===== src/rtl/ara_pkg.sv =====
// Shared lane types and sizing for the VRF bank arbiter: operand-queue ids,
// bank geometry and the write-request payload.
package ara_pkg;

  localparam int unsigned NrBanks   = 8;
  localparam int unsigned NrRdReq   = 4;
  localparam int unsigned NrWrReq   = 2;
  localparam int unsigned AddrWidth = 12;
  localparam int unsigned DataWidth = 64;
  localparam int unsigned StrbWidth = DataWidth / 8;
  localparam int unsigned MaxStall  = 4;

  localparam int unsigned BankSelWidth  = $clog2(NrBanks);
  localparam int unsigned BankAddrWidth = AddrWidth - BankSelWidth;
  localparam int unsigned StallWidth    = $clog2(MaxStall + 1);

  typedef enum logic [3:0] {
    AluA, AluB, AluC, MulFPUA, MulFPUB, MulFPUC,
    StA, SlideAddrGenA, MaskB, MaskM
  } opqueue_e;

  typedef struct packed {
    logic [AddrWidth-1:0] addr;
    logic [DataWidth-1:0] data;
    logic [StrbWidth-1:0] be;
  } vrf_wr_req_t;

endpackage


===== src/rtl/vrf_bank_arb_slice.sv =====
// One bank's arbiter: starved reads > writes > reads, each class round-robin,
// with the per-bank read and write pointers.
module vrf_bank_arb_slice
  import ara_pkg::*;
(
  input  logic               clk_i,
  input  logic               rst_i,
  input  logic [NrRdReq-1:0] rd_mask,
  input  logic [NrRdReq-1:0] starved,
  input  logic [NrWrReq-1:0] wr_mask,
  output logic [NrRdReq-1:0] rd_gnt,
  output logic [NrWrReq-1:0] wr_gnt
);

  localparam int unsigned RdPtrWidth = (NrRdReq > 1) ? $clog2(NrRdReq) : 1;
  localparam int unsigned WrPtrWidth = (NrWrReq > 1) ? $clog2(NrWrReq) : 1;

  logic [RdPtrWidth-1:0] rd_ptr_q, rd_ptr_d, rd_idx;
  logic [WrPtrWidth-1:0] wr_ptr_q, wr_ptr_d, wr_idx;
  logic [NrRdReq-1:0]    starved_mask;
  logic                  found;

  function automatic logic [RdPtrWidth-1:0] rd_step(logic [RdPtrWidth-1:0] p, int unsigned k);
    int unsigned s;
    s = 32'(p) + k;
    if (s >= NrRdReq) s = s - NrRdReq;
    return RdPtrWidth'(s);
  endfunction

  function automatic logic [WrPtrWidth-1:0] wr_step(logic [WrPtrWidth-1:0] p, int unsigned k);
    int unsigned s;
    s = 32'(p) + k;
    if (s >= NrWrReq) s = s - NrWrReq;
    return WrPtrWidth'(s);
  endfunction

  // Priority pick; the first class to find a candidate blocks the later ones.
  always_comb begin
    rd_gnt       = '0;
    wr_gnt       = '0;
    rd_ptr_d     = rd_ptr_q;
    wr_ptr_d     = wr_ptr_q;
    rd_idx       = '0;
    wr_idx       = '0;
    found        = 1'b0;
    starved_mask = rd_mask & starved;
    for (int unsigned k = 0; k < NrRdReq; k++) begin
      rd_idx = rd_step(rd_ptr_q, k);
      if (!found && starved_mask[rd_idx]) begin
        found          = 1'b1;
        rd_gnt[rd_idx] = 1'b1;
        rd_ptr_d       = rd_step(rd_idx, 1);
      end
    end
    for (int unsigned k = 0; k < NrWrReq; k++) begin
      wr_idx = wr_step(wr_ptr_q, k);
      if (!found && wr_mask[wr_idx]) begin
        found          = 1'b1;
        wr_gnt[wr_idx] = 1'b1;
        wr_ptr_d       = wr_step(wr_idx, 1);
      end
    end
    for (int unsigned k = 0; k < NrRdReq; k++) begin
      rd_idx = rd_step(rd_ptr_q, k);
      if (!found && rd_mask[rd_idx]) begin
        found          = 1'b1;
        rd_gnt[rd_idx] = 1'b1;
        rd_ptr_d       = rd_step(rd_idx, 1);
      end
    end
    if (rst_i) begin
      rd_gnt   = '0;
      wr_gnt   = '0;
      rd_ptr_d = '0;
      wr_ptr_d = '0;
    end
  end

  always_ff @(posedge clk_i) begin
    if (rst_i) begin
      rd_ptr_q <= '0;
      wr_ptr_q <= '0;
    end else begin
      rd_ptr_q <= rd_ptr_d;
      wr_ptr_q <= wr_ptr_d;
    end
  end

endmodule


===== src/rtl/vrf_bank_arbiter.sv =====
// Shares the lane VRF banks between operand-requester reads and writebacks;
// one access per bank per cycle, grants returned in the request cycle.
module vrf_bank_arbiter
  import ara_pkg::*;
(
  input  logic                     clk_i,
  input  logic                     rst_i,
  input  logic [NrRdReq-1:0]       rd_req_i,
  input  logic [AddrWidth-1:0]     rd_addr_i     [NrRdReq],
  input  opqueue_e                 rd_tgt_i      [NrRdReq],
  output logic [NrRdReq-1:0]       rd_gnt_o,
  input  logic [NrWrReq-1:0]       wr_req_i,
  input  logic [AddrWidth-1:0]     wr_addr_i     [NrWrReq],
  input  logic [DataWidth-1:0]     wr_data_i     [NrWrReq],
  input  logic [StrbWidth-1:0]     wr_be_i       [NrWrReq],
  output logic [NrWrReq-1:0]       wr_gnt_o,
  output logic [NrBanks-1:0]       req_o,
  output logic [BankAddrWidth-1:0] addr_o        [NrBanks],
  output opqueue_e                 tgt_opqueue_o [NrBanks],
  output logic [NrBanks-1:0]       wen_o,
  output logic [DataWidth-1:0]     wdata_o       [NrBanks],
  output logic [StrbWidth-1:0]     be_o          [NrBanks]
);

  logic [StallWidth-1:0] stall_cnt    [NrRdReq];
  logic [NrRdReq-1:0]    starved;
  logic [NrRdReq-1:0]    bank_rd_mask [NrBanks];
  logic [NrWrReq-1:0]    bank_wr_mask [NrBanks];
  logic [NrRdReq-1:0]    bank_rd_gnt  [NrBanks];
  logic [NrWrReq-1:0]    bank_wr_gnt  [NrBanks];
  vrf_wr_req_t           wr_req       [NrWrReq];

  // Bank decode from the low address bits.
  always_comb begin
    for (int unsigned b = 0; b < NrBanks; b++) begin
      bank_rd_mask[b] = '0;
      bank_wr_mask[b] = '0;
    end
    for (int unsigned i = 0; i < NrRdReq; i++) begin
      starved[i] = (stall_cnt[i] == StallWidth'(MaxStall));
      for (int unsigned b = 0; b < NrBanks; b++)
        bank_rd_mask[b][i] = rd_req_i[i] &&
                             (rd_addr_i[i][BankSelWidth-1:0] == BankSelWidth'(b));
    end
    for (int unsigned j = 0; j < NrWrReq; j++) begin
      wr_req[j] = '{addr: wr_addr_i[j], data: wr_data_i[j], be: wr_be_i[j]};
      for (int unsigned b = 0; b < NrBanks; b++)
        bank_wr_mask[b][j] = wr_req_i[j] &&
                             (wr_req[j].addr[BankSelWidth-1:0] == BankSelWidth'(b));
    end
  end

  for (genvar b = 0; b < NrBanks; b++) begin : gen_bank
    vrf_bank_arb_slice i_slice (
      .clk_i   (clk_i),
      .rst_i   (rst_i),
      .rd_mask (bank_rd_mask[b]),
      .starved (starved),
      .wr_mask (bank_wr_mask[b]),
      .rd_gnt  (bank_rd_gnt[b]),
      .wr_gnt  (bank_wr_gnt[b])
    );
  end

  // Grants are one-hot per bank, so the winner's payload is OR-muxed.
  always_comb begin
    rd_gnt_o = '0;
    wr_gnt_o = '0;
    req_o    = '0;
    wen_o    = '0;
    for (int unsigned b = 0; b < NrBanks; b++) begin
      addr_o[b]        = '0;
      tgt_opqueue_o[b] = AluA;
      wdata_o[b]       = '0;
      be_o[b]          = '0;
      for (int unsigned i = 0; i < NrRdReq; i++) begin
        if (bank_rd_gnt[b][i]) begin
          rd_gnt_o[i]      = 1'b1;
          req_o[b]         = 1'b1;
          addr_o[b]        = rd_addr_i[i][AddrWidth-1:BankSelWidth];
          tgt_opqueue_o[b] = rd_tgt_i[i];
        end
      end
      for (int unsigned j = 0; j < NrWrReq; j++) begin
        if (bank_wr_gnt[b][j]) begin
          wr_gnt_o[j] = 1'b1;
          req_o[b]    = 1'b1;
          wen_o[b]    = 1'b1;
          addr_o[b]   = wr_req[j].addr[AddrWidth-1:BankSelWidth];
          wdata_o[b]  = wr_req[j].data;
          be_o[b]     = wr_req[j].be;
        end
      end
    end
  end

  // Consecutive denied cycles per read requester, saturating at MaxStall.
  always_ff @(posedge clk_i) begin
    for (int unsigned i = 0; i < NrRdReq; i++) begin
      if (rst_i || !rd_req_i[i] || rd_gnt_o[i])
        stall_cnt[i] <= '0;
      else if (!starved[i])
        stall_cnt[i] <= stall_cnt[i] + StallWidth'(1);
    end
  end

  // A nonzero counter means the read was denied last cycle and must still be held.
  for (genvar i = 0; i < NrRdReq; i++) begin : gen_hold_chk
    hold_until_gnt : assert property (@(posedge clk_i) disable iff (rst_i)
      (stall_cnt[i] != '0) |-> (rd_req_i[i] && $stable(rd_addr_i[i]) && $stable(rd_tgt_i[i])));
  end

endmodule


===== config.mk =====
export PLATFORM = sky130hd
export DESIGN_NAME = vrf_bank_arbiter
export DESIGN_NICKNAME = d
export VERILOG_FILES = /design/src/rtl/ara_pkg.sv /design/src/rtl/vrf_bank_arb_slice.sv /design/src/rtl/vrf_bank_arbiter.sv
export SDC_FILE = /design/constraint.sdc
export NUM_CORES = 1
export LEC_CHECK = 0
export CAP_MARGIN = 0
export CELL_PAD_IN_SITES_DETAIL_PLACEMENT = 1
export CELL_PAD_IN_SITES_GLOBAL_PLACEMENT = 2
export CORE_AREA = 2 2 364 366
export CTS_CLUSTER_SIZE = 8
export DETAILED_ROUTE_END_ITERATION = 10
export DIE_AREA = 0 0 366 368
export PLACE_DENSITY_LB_ADDON = 0.1
export SLEW_MARGIN = 10
export SYNTH_ARGS = -nofsm -noshare
export SYNTH_HDL_FRONTEND = slang
export SYNTH_HIERARCHICAL = 1
export SYNTH_SLANG_ARGS = --single-unit

===== constraint.sdc =====
create_clock -name clk_i -period 12.15 [get_ports clk_i]
set_input_delay 1.215 -clock clk_i [delete_from_list [all_inputs] [get_ports clk_i]]
set_output_delay 1.215 -clock clk_i [all_outputs]
set_load 0.02 [all_outputs]

==> qor.yml <==
syn_area_per_cell_um2: 5.97
fin_skew_ns: 0.0167
vias: 30000
synthSimpleGateAreaFrac_pct: 34.2
finalCritPeriodShare_pct: 70.8
setup_slack_ns: 3.54
grtUsageTotal_pct: 26.6
synth_enable_flop_cells: 12
cts-root-buf: "clkbuf_16"
overflow: 0
netlist_area_mm2: 0.0210
final_area_mm2: 0.0309
drt_pass1_iterations: 6
synth_fa_ha_area_share_pct: 4.29
peakVddDrop_mv: 0.0487
fmax_ghz: 0.116
cts_buffers: 5
clk_pin_slew_ns: 0.08
ctsResizeCount: 0
synth_cells: 3516
drc: 0
max_slew_margin_pct: 14.1
utilization_pct: 23.6
rows: 133
synth_compound_area_share_pct: 36.8
ant_nets: 0
post_cts_buffers: 0
grt_pass1_vias: 29300
synth_top_area_share_pct: 21.9
p_sw_w: 0.00132
drt_iter0_drc: 2629
routedWlPerCell_um: 32.5
cts_tree: "done"
postPlaceCellArea_mm2: 0.0307
intPower_w: 0.00101
power_frac_comb_pct: 83.4
die_w_um: 366
ys_seq_elements: 36
yosysMostFrequentCell: "nand2_1"
io_buffers: 941
cap_violations: 0
grt_pass1_wl_um: 259000
critPathLaunchType: "input port"
drv_slew: 0
die-area_mm2: 0.135
ys_types: 71
routed_wl_um: 189000
ys.flop_type: "dfxtp_1"
yosys_warnings: 6
coreArea_mm2: 0.131
cts_max_level: 2
clkLatencyLatePin_ns: 0.33
period_needed_ns: 8.61
grt_max_degree: 163
grt_setup_unrepaired: "false"
cts_buffer_depth: 2
synth.area.top_cells: "nand2_1, o21ai_0, o221ai_1"
power_frac_seq_pct: 9.2
hp-class: "reg -> reg"
vias_per_cell: 5.17
cp.required_ns: 10.93
synth_top_area_cell: "nand2_1"
dp_hpwl_um: 142000
area.growth.synth_to_final_pct: 47.1
synth-xor-area-share_pct: 0.501
fp.dieH_um: 368
swShare_pct: 56.7
setup.worst_path.end: "addr_o[14]"
antenna_found_initial: 25
synth_top_family_by_area: "compound AO/OA/AOI/OAI gates"
cp.arrival_ns: 7.39
crit_start: "rd_addr_i[0]"
drive_above_1_share_pct: 5.99
initial_core_util_pct: 16.0
syn-num-nets: 3828
ctsHoldBuffers: 0
finalSetupViolCount: 0
synth_common_cells: "nand2_1, o21ai_0, clkbuf_1, buf_2, o221ai_1"
p_clk_share_pct: 7.4
setup_tns_ns: 0
rr_endpoint: "stall_cnt[0][2]"
io_pins: 942
clkSinkCount: 36
muxShareOfSynthArea_pct: 6.47
crit_type: "in -> out"
reg2reg_from: "gen_bank[6].i_slice/rd_ptr_q[0]"
ff2ff_setup_slack_ns: 6.74
dpl_worst_slack_ns: 3.77
seq_area_frac_synth_pct: 4.01
p_leak_nw: 9.25
holdWs_ns: 0.540
cp_max_fo: 13
hold_viol: 0
r2r_cells: 9
max_slew.worst_pin.slew_ns: 1.29
async_flop_share_pct: 0
status: "finished, final reports clean"
critPathCaptureType: "output pin"
fin_nets: 4351
powerDensity_mw_per_mm2: 75.3
gp_congestion: 0.871
==> worst min-delay path by stage <==
stage / slack (ns) / cells after the start / to / startpoint
detailed placement: 0.52 / 1 / gen_bank[7].i_slice/wr_ptr_q / gen_bank[7].i_slice/wr_ptr_q
global route: 0.55 / 1 / gen_bank[7].i_slice/wr_ptr_q / gen_bank[7].i_slice/wr_ptr_q
CTS: 0.54 / 1 / gen_bank[7].i_slice/wr_ptr_q / gen_bank[7].i_slice/wr_ptr_q
floorplan: 0.46 / 1 / gen_bank[7].i_slice/wr_ptr_q / gen_bank[7].i_slice/wr_ptr_q
global placement: 0.52 / 1 / gen_bank[7].i_slice/wr_ptr_q / gen_bank[7].i_slice/wr_ptr_q
finish: 0.54 / 1 / gen_bank[7].i_slice/wr_ptr_q / gen_bank[7].i_slice/wr_ptr_q
==> metrics by stage <==
stage                     power [W]  std cells
final                       0.00233       5807
after detailed placement    0.00215       5787
after CTS                   0.00233       5795
after global placement      0.00215       5787
after global routing        0.00246       5805
after floorplan             0.00134       3516
==> state kept, by name, summed over array words and instances, names as in the netlist <==
| name | cells |
|---|---|
| gen_bank.i_slice/rd_ptr_q | 16 |
| gen_bank.i_slice/wr_ptr_q | 8 |
| stall_cnt | 12 |
==> power by group through the flow <==
stage | Clock [W] | Combinational [W] | Sequential [W]
floorplan | 0 | 0.00116 | 0.000175
global placement | 0 | 0.00194 | 0.000217
detailed placement | 0 | 0.00193 | 0.000217
CTS | 0.000186 | 0.00193 | 0.000214
global route | 0.000185 | 0.00205 | 0.000221
finish | 0.000173 | 0.00194 | 0.000214
==> critical path, stage by stage <==
cell,delay (ns)
clkdlybuf4s50_1,0.56
nand2b_1,0.16
nor2_1,0.16
a222oi_1,0.95
nand3_1,0.24
or4_4,0.64
o21ai_2,0.14
a222oi_1,0.11
a21oi_1,0.70
nor2b_2,1.12
a221oi_1,0.19
o221ai_1,0.49
clkdlybuf4s50_1,0.71
==> routing by layer <==
metal  vias up  GRT usage, %  share of wire [%]
li1      13600             -                  -
met1     15000          33.6                 43
met2      1198          45.6                 48
met3       168          5.65                6.6
met4        10          6.92                2.9
met5         -             0              0.037
==> final cells by class <==
class / instances / area, um^2
clock buffer: 5 / 125
multi-input combinational: 2919 / 17400
antenna: 12 / 30.0
tap: 1755 / 2200
inverter: 60 / 225
sequential: 36 / 841
timing repair buffer: 1017 / 10000
clock inverter: 3 / 42.5
fill: 16100 / 99900
==> placed cells by master (no fill, tap or decap), types with 9 or more instances in the layout <==
cell / instances
a211oi_1: 15
a21oi_1: 27
a221oi_1: 104
a222oi_1: 39
a22o_1: 112
a22oi_1: 23
a31oi_1: 9
and2_1: 37
buf_4: 74
clkdlybuf4s50_1: 940
dfxtp_1: 24
diode_2: 12
edfxtp_1: 12
ha_1: 72
inv_1: 48
mux2i_1: 22
mux4_1: 15
mux4_2: 33
nand2_1: 1225
nand2b_1: 22
nand3_1: 17
nand4_1: 41
nor2_1: 113
nor2b_1: 47
nor3_1: 19
nor3_2: 15
nor4_1: 17
o21ai_0: 514
o221ai_1: 121
o31ai_1: 33
or2_2: 9
or4_1: 9
or4_4: 13
xnor2_1: 12
==> kinds of logic after synthesis <==
| family | after synthesis |
|---|---|
| fa+ha+maj | 72 |
| compound gates | 1110 |
| flops | 36 |
| buf+inv | 561 |
| simple gates | 1655 |
| mux | 70 |
| xor+xnor | 12 |
(Power assumes the default switching activity.)
